--- config.mk ---
export PLATFORM = sky130hd
export DESIGN_NAME = l1_line_burst_addr_gen
export DESIGN_NICKNAME = d
export VERILOG_FILES = /design/src/rtl/l1_line_burst_addr_gen.sv
export SDC_FILE = /design/constraint.sdc
export NUM_CORES = 1
export LEC_CHECK = 0
export BUFFER_PORTS_ARGS = -buffer_cell sky130_fd_sc_hd__buf_2
export CAP_MARGIN = 0
export CORE_UTILIZATION = 30
export DETAILED_ROUTE_END_ITERATION = 7
export GPL_ROUTABILITY_DRIVEN = 0
export GPL_TIMING_DRIVEN = 0
export PLACE_DENSITY_LB_ADDON = 0.2
export SYNTH_ARGS = -nofsm -noshare
export SYNTH_HDL_FRONTEND = slang
export SYNTH_SLANG_ARGS = --single-unit
--- constraint.sdc ---
create_clock -name clk -period 2.95 [get_ports clk]
set_input_delay 0.7375 -clock clk [delete_from_list [all_inputs] [get_ports clk]]
set_output_delay 0.7375 -clock clk [all_outputs]
set_load 0.02 [all_outputs]
--- src/rtl/l1_line_burst_addr_gen.sv ---
// Whole-line burst address generator: rebuilds LC-3b word addresses from
// {tag, index, offset} and walks a cache line critical-word-first.
module l1_line_burst_addr_gen #(
    parameter int TAG_SIZE    = 9,
    parameter int INDEX_SIZE  = 3,
    parameter int OFFSET_SIZE = 3
) (
    input  logic                   clk,
    input  logic                   reset_n,
    input  logic                   req_valid,
    input  logic                   req_write,
    input  logic [TAG_SIZE-1:0]    req_tag,
    input  logic [INDEX_SIZE-1:0]  req_index,
    input  logic [OFFSET_SIZE-1:0] req_offset,
    output logic                   req_ready,
    output logic [15:0]            mem_address,
    output logic                   mem_read,
    output logic                   mem_write,
    input  logic                   mem_resp,
    output logic [OFFSET_SIZE-1:0] word_sel,
    output logic                   busy,
    output logic                   done,
    output logic [1:0]             state_dbg
);

    if (TAG_SIZE + INDEX_SIZE + OFFSET_SIZE + 1 != 16) begin : g_bad_split
        $error("l1_line_burst_addr_gen: tag+index+offset+1 must equal 16");
    end

    localparam logic [1:0] ST_IDLE   = 2'd0;
    localparam logic [1:0] ST_ACCESS = 2'd1;
    localparam logic [1:0] ST_DONE   = 2'd2;

    localparam logic [OFFSET_SIZE-1:0] LAST_BEAT = '1;
    localparam logic [OFFSET_SIZE-1:0] OFF_ONE   = OFFSET_SIZE'(1);

    logic [1:0]             state;
    logic [TAG_SIZE-1:0]    tag_q;
    logic [INDEX_SIZE-1:0]  index_q;
    logic [OFFSET_SIZE-1:0] cur_offset;
    logic [OFFSET_SIZE-1:0] beat_cnt;
    logic                   write_q;

    // Request fields are captured only on the accepting edge; the beat
    // counter is separate from cur_offset because the walk starts mid-line.
    always_ff @(posedge clk or negedge reset_n) begin
        if (!reset_n) begin
            state      <= ST_IDLE;
            tag_q      <= '0;
            index_q    <= '0;
            cur_offset <= '0;
            beat_cnt   <= '0;
            write_q    <= 1'b0;
        end else begin
            case (state)
                ST_IDLE: begin
                    if (req_valid) begin
                        tag_q      <= req_tag;
                        index_q    <= req_index;
                        cur_offset <= req_offset;
                        write_q    <= req_write;
                        beat_cnt   <= '0;
                        state      <= ST_ACCESS;
                    end
                end
                ST_ACCESS: begin
                    if (mem_resp) begin
                        if (beat_cnt == LAST_BEAT) begin
                            state <= ST_DONE;
                        end else begin
                            cur_offset <= cur_offset + OFF_ONE;
                            beat_cnt   <= beat_cnt + OFF_ONE;
                        end
                    end
                end
                ST_DONE: begin
                    state <= ST_IDLE;
                end
                default: begin
                    state <= ST_IDLE;
                end
            endcase
        end
    end

    // Outputs decode straight from state so an asynchronous reset drops the
    // strobes in the same cycle.
    assign req_ready   = (state == ST_IDLE);
    assign busy        = (state == ST_ACCESS);
    assign done        = (state == ST_DONE);
    assign mem_read    = (state == ST_ACCESS) && !write_q;
    assign mem_write   = (state == ST_ACCESS) && write_q;
    assign mem_address = {tag_q, index_q, cur_offset, 1'b0};
    assign word_sel    = cur_offset;
    assign state_dbg   = state;

endmodule

# After elaboration in Yosys (flattened, before gate mapping)
# Cells that the tools add are included.
op_classes:
  mux: 12
  n_eq_ne: 7
  n_reduce_logical: 8
  add_sub_neg: 2
ops:
  columns: ["cell", "count"]
  rows:
  - ["3-bit 2-to-1 mux", 6]
  - ["3-bit one-hot mux with 2 select lines", 2]
  - ["3-bit by 1-bit adder with 3-bit output, second input constant", 2]
  - ["2-bit 2-to-1 mux", 3]
  - ["2-bit != test, second input constant", 3]
  - ["2-bit one-hot mux with 2 select lines", 1]
  - ["4-bit AND reduction", 1]
  - ["3-bit equality test, second input constant", 1]
  - ["3-bit AND reduction", 1]
  - ["2-bit by 1-bit equality test with 1-bit output, second input constant", 1]
  - ["2-bit equality test, second input constant", 1]
  - ["1-bit logical AND", 2]
  - ["2-bit logical NOT", 1]
  - ["2-bit by 1-bit != test with 1-bit output, second input constant", 1]
  - ["2-bit AND reduction", 1]
  - ["2-bit nonzero test", 1]
  - ["1-bit logical NOT", 1]
totals:
  ff_bits: 21
  wordCells: 35
  input_bits: 20
  output_inout_bits: 26

# Logic depth before layout (Yosys ltp)
logic_depth:
  word_depth: 4
  ltp_mapped: 6
  ltp_nobuf: 5

# Least setup slack after synthesis
# No wires, ideal clock.
synth_path:
  path_kind: "register -> output"
  from: "register state[0], in the netlist state_dbg[0]"
  to: "output mem_read"
  slack_ns: 0.802
  path_buffers: 1
  arrival_ns: 1.411
  required_time_ns: 2.213
  path_stages_with_launch: 4
  path_cell_list: "dfrtp_1 -> buf_6 -> nor2b_1 -> nor2b_1"
synth_between:
  elab_chain_len: 2
synth_lines:
  columns: ["element", "line_no", "text"]
  rows:
  - ["from (decl)", "37", "logic [1:0] state;"]
  - ["from (signal assigned)", "48", "state <= ST_IDLE;"]
  - ["from (signal assigned)", "63", "state <= ST_ACCESS;"]
  - ["from (signal assigned)", "69", "state <= ST_DONE;"]
  - ["2-bit by 1-bit equality test with 1-bit output", null, null]
  - ["named net busy", "21", "output logic busy,"]
  - ["1-bit logical AND", "91", "assign mem_read = (state == ST_ACCESS) && !write_q;"]
  - ["to (decl)", "17", "output logic mem_read,"]
# The timed path passes the listed nets, and every way through them passes these cells.

# Final worst setup path
layout_path:
  from: "register state[0], in the netlist state_dbg[0]"
  to: "output mem_read"
layout_between:
  elab_chain_len: 2
layout_lines:
  columns: ["element", "line_no"]
  rows:
  - ["2-bit by 1-bit equality test with 1-bit output", "91"]
  - ["1-bit logical AND", "91"]
# No other way between the ends.

==> out/metrics.yaml <==
drc_errors: 0
fin_skew_ns: 0.00184
startpoint_type: "flop"
slowest_stage: "dfrtp_1"
cp.required_ns: 2.21
final_cell_count_no_fill: 190
clkTransAtPathRegs_ns: 0.11
n_antenna_cell: 0
leakage_uw: 0.000707
cp_top_family: "flip-flops"
fin_nets: 170
finalCritPeriodShare_pct: 70.7
cap_violations: 0
clockRootBuffer: "clkbuf_4"
powerDensity_nw_per_um2: 1050
synth_cell_type_count: 25
synth_seq_cells: 21
rsz0062_at_grt: "false"
die_h_um: 59.1
tns_ns: 0
yosysWarnings: 0
clk_path_buf_depth: 2
grt_pass1_vias: 698
drt_iter0_markers: 25
layout-drive-gt1-share_pct: 41.1
post_cts_buffers: 0
place_area_um2: 1250
initial_core_util_pct: 31.8
met1_length_um: 957
fillers: 331
drt-total-wl_um: 1910
numCtsBuffers: 3
fin_crit_ns: 2.08
hold_viol_final: 0
wl_per_cell_um: 10.1
avgSynthCellArea_um2: 10.0
rows: 20
vias: 796
status: "completed"
timing.final.max_slew_violations: 0
cp_max_fo: 8
grt-ovfl-total: 0
top_level_ports: 46
core-area_um2: 3080
critPathKind: "reg -> out"
vdd_drop_max_mv: 0.364
seqCellArea_um2: 526
htreeDepth: 1
port_buffers: 44
endpoint_kind: "primary output"
cts_tree: "done"
grt_pass1_wl_um: 3110
hold_buffers: 0
die_w_um: 59.1
cp_cell_sequence: "buf_6 -> nor2b_1 -> nor2b_1 -> buf_2"
route.top_layer_used: "met4"
max_freq_ghz: 0.480
die_area_um2: 3500
ctsResizeCount: 0
power.total_uw: 1340
dr.pass1.iters: 4
hpwl_um: 1430
vias_per_cell: 4.19
multiInputGateArea_um2: 377
setup_viol: 0
cpMostUsedCell: "nor2b_1"
met2_length_um: 856
wl_met3_um: 89
startpoint: "state_dbg[0]"
postLayoutCellArea_um2: 1280
cp.arrival_ns: 1.35
netlist_instances: 98
syn_nets: 121
synth_area_um2: 980
place_inst: 186
grt_usage_pct: 12.1
grt_max_degree: 22
area_growth_pct: 30.8
timing.critical_path.buf_inv: 2
yosysSeqAreaShare_pct: 53.6
min_path_type: "in -> async"
r2r_start: "beat_cnt[0]"
clk_latency_ns: 0.30
cts_sinks: 21
antenna_found_initial: 0
max_stage_delay_ns: 0.38
ant_nets: 0
-- registers in the layout, summed over array words and instances (netlist names) --
signal,flops
beat_cnt,3
index_q,3
state_dbg,2
tag_q,9
word_sel,3
write_q,1
-- synth_stat cells --
library cell  instances  area share (%)
a211oi_1              2             1.5
nor3b_4               1             1.9
buf_4                 4             3.1
or3b_1                1            0.89
mux2_2                1             1.1
and2b_1               1            0.77
nor2_1                4             1.5
o21bai_1              1            0.77
a22o_1                2             1.8
nor3_1                1            0.51
nor2_2                1            0.64
nor3_2                1             1.0
nand2_1              39              15
and4bb_1              1             1.3
dfrtp_1              21              54
ha_1                  3             3.8
and3_1                1            0.64
buf_6                 2             2.3
buf_8                 1             1.5
buf_2                 2             1.0
a21oi_1               1            0.51
a311oi_1              2             1.8
nor2b_1               3             1.9
and2_1                1            0.64
conb_1                1            0.38
-- layer usage --
metal | up-vias | global-route usage, %
met1 | 361 | 15.3
li1 | 411 | -
met3 | 2 | 4.59
met5 | - | 0
met4 | 0 | 3.06
met2 | 22 | 19.5
-- cells by family (layout without fill, tap and decap cells) --
group / Yosys count / after routing / share of synthesized area [%]
compound gates: 8 / 8 / 6.39
fa+ha+maj: 3 / 3 / 3.83
buf+inv: 9 / 57 / 7.92
flops: 21 / 21 / 53.6
mux: 1 / 1 / 1.15
other cells: 1 / 1 / 0.383
simple gates: 55 / 55 / 26.7
-- where the power goes --
group	leakage (uW)	switching [uW]	internal (uW)	total, uW
clock	0.0000150	84.8	52.6	137
sequential	0.000257	78.9	416	495
combinational	0.000435	416	294	709
-- stage by stage --
step	hold slack [ns]	util (%)	setup slack (ns)
6_report	0.373	41.6	0.866
5_1_grt	0.379	41.6	0.707
4_1_cts	0.376	41.6	0.848
3_5_place_dp	0.461	40.8	1.20
3_3_place_gp	0.455	40.8	1.23
2_1_floorplan	0.442	-	0.802
-- cell type report --
type                            count  area share, %
Timing Repair Buffer               44           17.2
Tap cell                           44           4.30
Clock buffer                        4           2.05
Buffer                              9           6.05
Sequential cell                    21           41.0
Multi-Input combinational cell     68           29.4
-- cells in the final DEF, fill, tap and decap left out, drive strengths merged --
cell,netlist,final
a211oi,2,2
a21oi,1,1
a22o,2,2
a311oi,2,2
and2,1,1
and2b,1,1
and3,1,1
and4bb,1,1
buf,9,53
clkbuf,0,4
conb,1,1
dfrtp,21,21
ha,3,3
mux2,1,1
nand2,39,39
nor2,5,5
nor2b,3,3
nor3,2,2
nor3b,1,1
o21bai,1,1
or3b,1,1
-- path summary, 6_finish.rpt --
| kind | end | slack (ns) | cells after the start |
|---|---|---|---|
| worst max-delay path | mem_read | 0.87 | 4 |
| worst min-delay path | word_sel[0] | 0.37 | 1 |
| worst max register to register | beat_cnt[0] | 1.23 | 6 |
| worst min register to register | tag_q[2] | 0.48 | 2 |
| max in group asynchronous | tag_q[2] | 2.26 | 1 |
| min in group clk | tag_q[2] | 0.48 | 2 |
Note: power is estimated with default switching activity, not from simulation.
